$ cat src/rtl/top_pkg.sv
// Shared types and seven-segment code constants for the BCD accumulator display.
package top_pkg;

    localparam int NUM_DIGITS = 4;

    typedef logic [3:0] bcd_t;

    // Active-low codes, bit order {g,f,e,d,c,b,a}
    localparam logic [6:0] SEG_0     = 7'b1000000;
    localparam logic [6:0] SEG_1     = 7'b1111001;
    localparam logic [6:0] SEG_2     = 7'b0100100;
    localparam logic [6:0] SEG_3     = 7'b0110000;
    localparam logic [6:0] SEG_4     = 7'b0011001;
    localparam logic [6:0] SEG_5     = 7'b0010010;
    localparam logic [6:0] SEG_6     = 7'b0000010;
    localparam logic [6:0] SEG_7     = 7'b1111000;
    localparam logic [6:0] SEG_8     = 7'b0000000;
    localparam logic [6:0] SEG_9     = 7'b0010000;
    localparam logic [6:0] SEG_BLANK = 7'b1111111;
    localparam logic [6:0] SEG_ERR   = 7'b0111111;

endpackage

$ cat src/rtl/bcd_to_seg.sv
// Single BCD digit to active-low seven-segment code; non-BCD nibbles show only segment g.
module bcd_to_seg
    import top_pkg::*;
(
    input  bcd_t       i_bcd,
    output logic [6:0] o_seg
);

    always_comb begin
        o_seg = SEG_ERR;
        case (i_bcd)
            4'd0:    o_seg = SEG_0;
            4'd1:    o_seg = SEG_1;
            4'd2:    o_seg = SEG_2;
            4'd3:    o_seg = SEG_3;
            4'd4:    o_seg = SEG_4;
            4'd5:    o_seg = SEG_5;
            4'd6:    o_seg = SEG_6;
            4'd7:    o_seg = SEG_7;
            4'd8:    o_seg = SEG_8;
            4'd9:    o_seg = SEG_9;
            default: o_seg = SEG_ERR;
        endcase
    end

endmodule

$ cat src/rtl/top.sv
// Four-digit BCD accumulator: adds sw once every TICK_DIV cycles and shows the sum on 7-seg digits.
// Optional macro LEADING_ZERO_BLANK_EN blanks leading zero digits (units never blanked).
module top
    import top_pkg::*;
#(
    parameter int TICK_DIV = 16
)(
    input  logic        clk,
    input  logic        btn,
    input  logic [7:0]  sw,
    output logic [27:0] display
);

    localparam int CNT_W = $clog2(TICK_DIV);
    localparam logic [CNT_W-1:0] CNT_MAX = CNT_W'(TICK_DIV - 1);

    logic [CNT_W-1:0]      r_cnt;
    logic [15:0]           r_acc;
    logic                  w_tick;
    logic [11:0]           w_sw_bcd;
    logic [15:0]           w_sum;
    logic [NUM_DIGITS-1:0] w_blank;

    // Shift-and-add-3 conversion of an 8-bit binary value into three BCD digits
    function automatic logic [11:0] bin8_to_bcd(input logic [7:0] b);
        logic [19:0] s;
        s = {12'd0, b};
        for (int i = 0; i < 8; i++) begin
            for (int k = 0; k < 3; k++) begin
                if (s[8+4*k +: 4] >= 4'd5)
                    s[8+4*k +: 4] = s[8+4*k +: 4] + 4'd3;
            end
            s = s << 1;
        end
        return s[19:8];
    endfunction

    function automatic logic [15:0] bcd_add4(input logic [15:0] a, input logic [15:0] b);
        logic [15:0] r;
        logic [4:0]  d;
        logic        c;
        r = '0;
        c = 1'b0;
        for (int k = 0; k < NUM_DIGITS; k++) begin
            d = {1'b0, a[4*k +: 4]} + {1'b0, b[4*k +: 4]} + {4'd0, c};
            if (d > 5'd9) begin
                d = d - 5'd10;
                c = 1'b1;
            end else begin
                c = 1'b0;
            end
            r[4*k +: 4] = d[3:0];
        end
        return r;
    endfunction

    assign w_tick   = (r_cnt == CNT_MAX);
    assign w_sw_bcd = bin8_to_bcd(sw);
    assign w_sum    = bcd_add4(r_acc, {4'd0, w_sw_bcd});

    always_ff @(posedge clk or posedge btn) begin
        if (btn) begin
            r_cnt <= '0;
            r_acc <= '0;
        end else begin
            r_cnt <= w_tick ? '0 : r_cnt + 1'b1;
            if (w_tick)
                r_acc <= w_sum;
        end
    end

`ifdef LEADING_ZERO_BLANK_EN
    always_comb begin
        w_blank    = '0;
        w_blank[3] = (r_acc[15:12] == 4'd0);
        w_blank[2] = w_blank[3] && (r_acc[11:8] == 4'd0);
        w_blank[1] = w_blank[2] && (r_acc[7:4] == 4'd0);
    end
`else
    assign w_blank = '0;
`endif

    genvar g;
    generate
        for (g = 0; g < NUM_DIGITS; g++) begin : g_digit
            logic [6:0] w_seg;
            bcd_to_seg u_seg (
                .i_bcd (r_acc[4*g +: 4]),
                .o_seg (w_seg)
            );
            assign display[7*g +: 7] = w_blank[g] ? SEG_BLANK : w_seg;
        end
    endgenerate

endmodule

$ cat config.mk
export PLATFORM = sky130hd
export DESIGN_NAME = top
export DESIGN_NICKNAME = d
export VERILOG_FILES = /design/src/rtl/top_pkg.sv /design/src/rtl/bcd_to_seg.sv /design/src/rtl/top.sv
export SDC_FILE = /design/constraint.sdc
export NUM_CORES = 1
export LEC_CHECK = 0
export ABC_AREA = 1
export CELL_PAD_IN_SITES_DETAIL_PLACEMENT = 1
export CELL_PAD_IN_SITES_GLOBAL_PLACEMENT = 1
export CORE_ASPECT_RATIO = 1.4
export CORE_MARGIN = 2
export CORE_UTILIZATION = 42
export CTS_CLUSTER_DIAMETER = 150
export DETAILED_ROUTE_END_ITERATION = 10
export PLACE_DENSITY = 0.83
export SLEW_MARGIN = 30
export SYNTH_ARGS = -nofsm -noshare
export SYNTH_HDL_FRONTEND = slang
export SYNTH_HIERARCHICAL = 1
export SYNTH_SLANG_ARGS = --single-unit
$ cat constraint.sdc
create_clock -name clk -period 13.9 [get_ports clk]
set_clock_uncertainty 0.1 [all_clocks]
set_input_delay 1.39 -clock clk [delete_from_list [all_inputs] [get_ports clk]]
set_output_delay 1.39 -clock clk [all_outputs]
set_load 0.01 [all_outputs]
==> results.txt <==
Die Area = 8070 µm²
share of the synthesized area in the top cell type = 21.4%
final worst slack = 1.63 ns
most frequent cell after synthesis = sky130_fd_sc_hd__nand2_1
kind of critical path = in2reg
width of the chip = 76.5 µm
fraction of final layout cells sized beyond drive strength 1 = 8.38%
flip-flop and latch count after synthesis = 20
maximum buffer depth of the clock tree = 2
Area growth, synth to finish = 17.3%
register-to-register setup slack = 6.34 ns
crit path time final = 12.27 ns
number of gates given a new drive strength after cts = 0
netlist area before placement = 3090 µm²
port buffer count = 37
FFs w/ async S/R, synth = 100%
actual transition at the worst max-transition pin = 0.809 ns
count of warnings emitted by yosys = 6
type of the most critical hold path = reg2reg
number of distinct standard cells referenced by the synthesized netlist = 31
hold path cells = 1
vertical die dimension = 106 µm
Core Area = 7220 µm²
capture instance of the worst register-to-register path = r_acc[15]$_DFFE_PP0N_
worst slack at placement = 1.38 ns
top-level I/O count = 38
count of flip-flops with a built-in enable after synthesis = 0
highest clock rate = 81.5 MHz
post-DP HPWL = 6.20 mm
total clock buffers created by CTS = 3
TritonCTS clock tree = yes
total negative slack for setup checks = 0 ns
Primary FF master, synth = sky130_fd_sc_hd__dfrtp_1
Via-to-Cell Ratio = 4.94
global router's overall resource usage = 19.0%
post-synthesis cell type with the largest combined area = sky130_fd_sc_hd__ha_1
final hold violations = 0
initial antenna violation count = 0
number of max-slew violations in the final report = 0
startpoint type of the worst setup path = primary input
maximum fanout along the worst path = 5
post-CTS clock slew at the launch and capture registers of the worst setup and hold paths = 0.07 ns
Crit path max-delay family = adder cells
starting density of the core = 42.8%
violation count after the first detailed-route iteration = 92
Reg area = 500 µm²
result of the run = complete, no violations
pin count of the biggest net entering global routing = 24
Num Clock Sinks = 20
Multi-input gate area = 2270 µm²
clock latency on the worst-skew pair = 0.26 ns
first-pass GRT wire length = 13.0 mm
hold worst-path end = r_cnt[3]$_DFF_PP0_
final hold slack = 0.400 ns
Initial DRT Pass Iterations = 4
r2r worst-path depth = 40
Post-CTS Repair Setup Buffers = 0
Worst path max stage delay = 0.48 ns
vias in the first global route = 3078
number of nets in the layout = 582
via count = 3012
count of hold buffers inserted by post-cts repair = 0
gate count after technology mapping = 475
leading post-synthesis cells by instance count = sky130_fd_sc_hd__nand2_1, sky130_fd_sc_hd__inv_1, sky130_fd_sc_hd__ha_1
cell seen most often among critical-path stages = sky130_fd_sc_hd__nand2_1
Mean Syn Cell Area = 6.51 µm²
number of setup violations in the final report = 0
remaining max-slew budget at the tightest pin = 46.0%
count of filler cells inserted in the layout = 1006
drc violations = 0
site row count = 37
arrival time reported for the critical path endpoint = 12.29 ns
deepest level of the CTS H-tree = 1
total detailed-routing wirelength = 7.24 mm
Crit path buffers/inverters = 14
part of the Yosys area used for sequential elements = 16.2%
period utilization = 88.3%
Crit path required time = 13.92 ns
RSZ-0062 raised after global routing = false
Avg WL per Cell = 11.9 µm
Antenna diodes = 0
root buf cell = sky130_fd_sc_hd__clkbuf_8
startpoint of the tightest hold check path = r_cnt[3]$_DFF_PP0_
Final GP Congestion = 0.797
standard cell with the maximum stage delay on the critical path = sky130_fd_sc_hd__clkdlybuf4s50_1
startpoint of the worst register-to-register path = r_acc[0]$_DFFE_PP0N_
synth top area cells = sky130_fd_sc_hd__ha_1, sky130_fd_sc_hd__nand2_1, sky130_fd_sc_hd__dfrtp_1, sky130_fd_sc_hd__inv_1, sky130_fd_sc_hd__nand3_1
Crit. End Element = register
number of nets in the synthesized netlist = 543
remaining global-route overflow = 0
DRT antenna net count = 0
number of maximum-capacitance violations = 0
[how the worst max path moves through the flow]
stage	startpoint	to	slack, ns	depth (start not counted)
2_1_floorplan	sw[6]	r_acc[15]$_DFFE_PP0N_	3.24	72
3_5_place_dp	sw[6]	r_acc[15]$_DFFE_PP0N_	1.38	74
5_1_grt	sw[6]	r_acc[15]$_DFFE_PP0N_	0.50	74
6_report	sw[6]	r_acc[15]$_DFFE_PP0N_	1.63	74
4_1_cts	sw[6]	r_acc[15]$_DFFE_PP0N_	1.55	74
3_3_place_gp	sw[6]	r_acc[15]$_DFFE_PP0N_	2.03	73
[logic make-up (layout without fill, tap and decap cells)]
group	count (synthesis)	after routing	synth area share [%]
buf+inv	85	123	10.3
flops	20	20	16.2
fa+ha+maj	58	58	24.7
simple gates	250	250	35.3
xor+xnor	16	16	4.53
compound gates	46	46	8.98
[per-stage QoR]
step	std cells	util (%)	cell area, µm²
6_report	610	50.2	3630
3_5_place_dp	606	49.5	3570
2_1_floorplan	475	-	3090
4_1_cts	610	50.2	3630
5_1_grt	610	50.2	3630
3_3_place_gp	606	49.5	3570
[cells in the final DEF, fill, tap and decap left out, types with 5 or more instances in the layout]
cell	n
sky130_fd_sc_hd__nand2_1	152
sky130_fd_sc_hd__inv_1	73
sky130_fd_sc_hd__ha_1	53
sky130_fd_sc_hd__nand3_1	51
sky130_fd_sc_hd__clkdlybuf4s50_1	37
sky130_fd_sc_hd__nor2_1	20
sky130_fd_sc_hd__dfrtp_1	20
sky130_fd_sc_hd__o21ai_0	16
sky130_fd_sc_hd__nand2_2	16
sky130_fd_sc_hd__xor2_1	11
sky130_fd_sc_hd__a21oi_1	10
sky130_fd_sc_hd__inv_2	8
sky130_fd_sc_hd__o21ai_2	7
sky130_fd_sc_hd__xnor2_1	5
sky130_fd_sc_hd__fa_1	5
[cell type report]
class,instances,area share [%]
sequential,20,13.8
inverter,82,8.49
clock buffer,4,1.52
timing repair buffer,37,10.2
tap,97,3.35
multi-input combinational,370,62.6
[state kept, by name, indices dropped and copies added, names as in the netlist]
| register | flops |
|---|---|
| r_cnt | 4 |
| r_acc | 16 |
[routing by layer]
metal | wire length (µm) | up-vias | share of wire [%] | GRT usage, %
met5 | 0 | - | 0 | 0
met4 | 123 | 0 | 1.7 | 5.32
met3 | 62 | 10 | 0.86 | 0.599
met2 | 4120 | 27 | 57 | 39.3
met1 | 2930 | 1409 | 41 | 20.4
li1 | - | 1566 | - | -
Power is left out: the tool's default activity adds up to more than one toggle a clock period on the data nets, which glitch-free logic cannot reach.
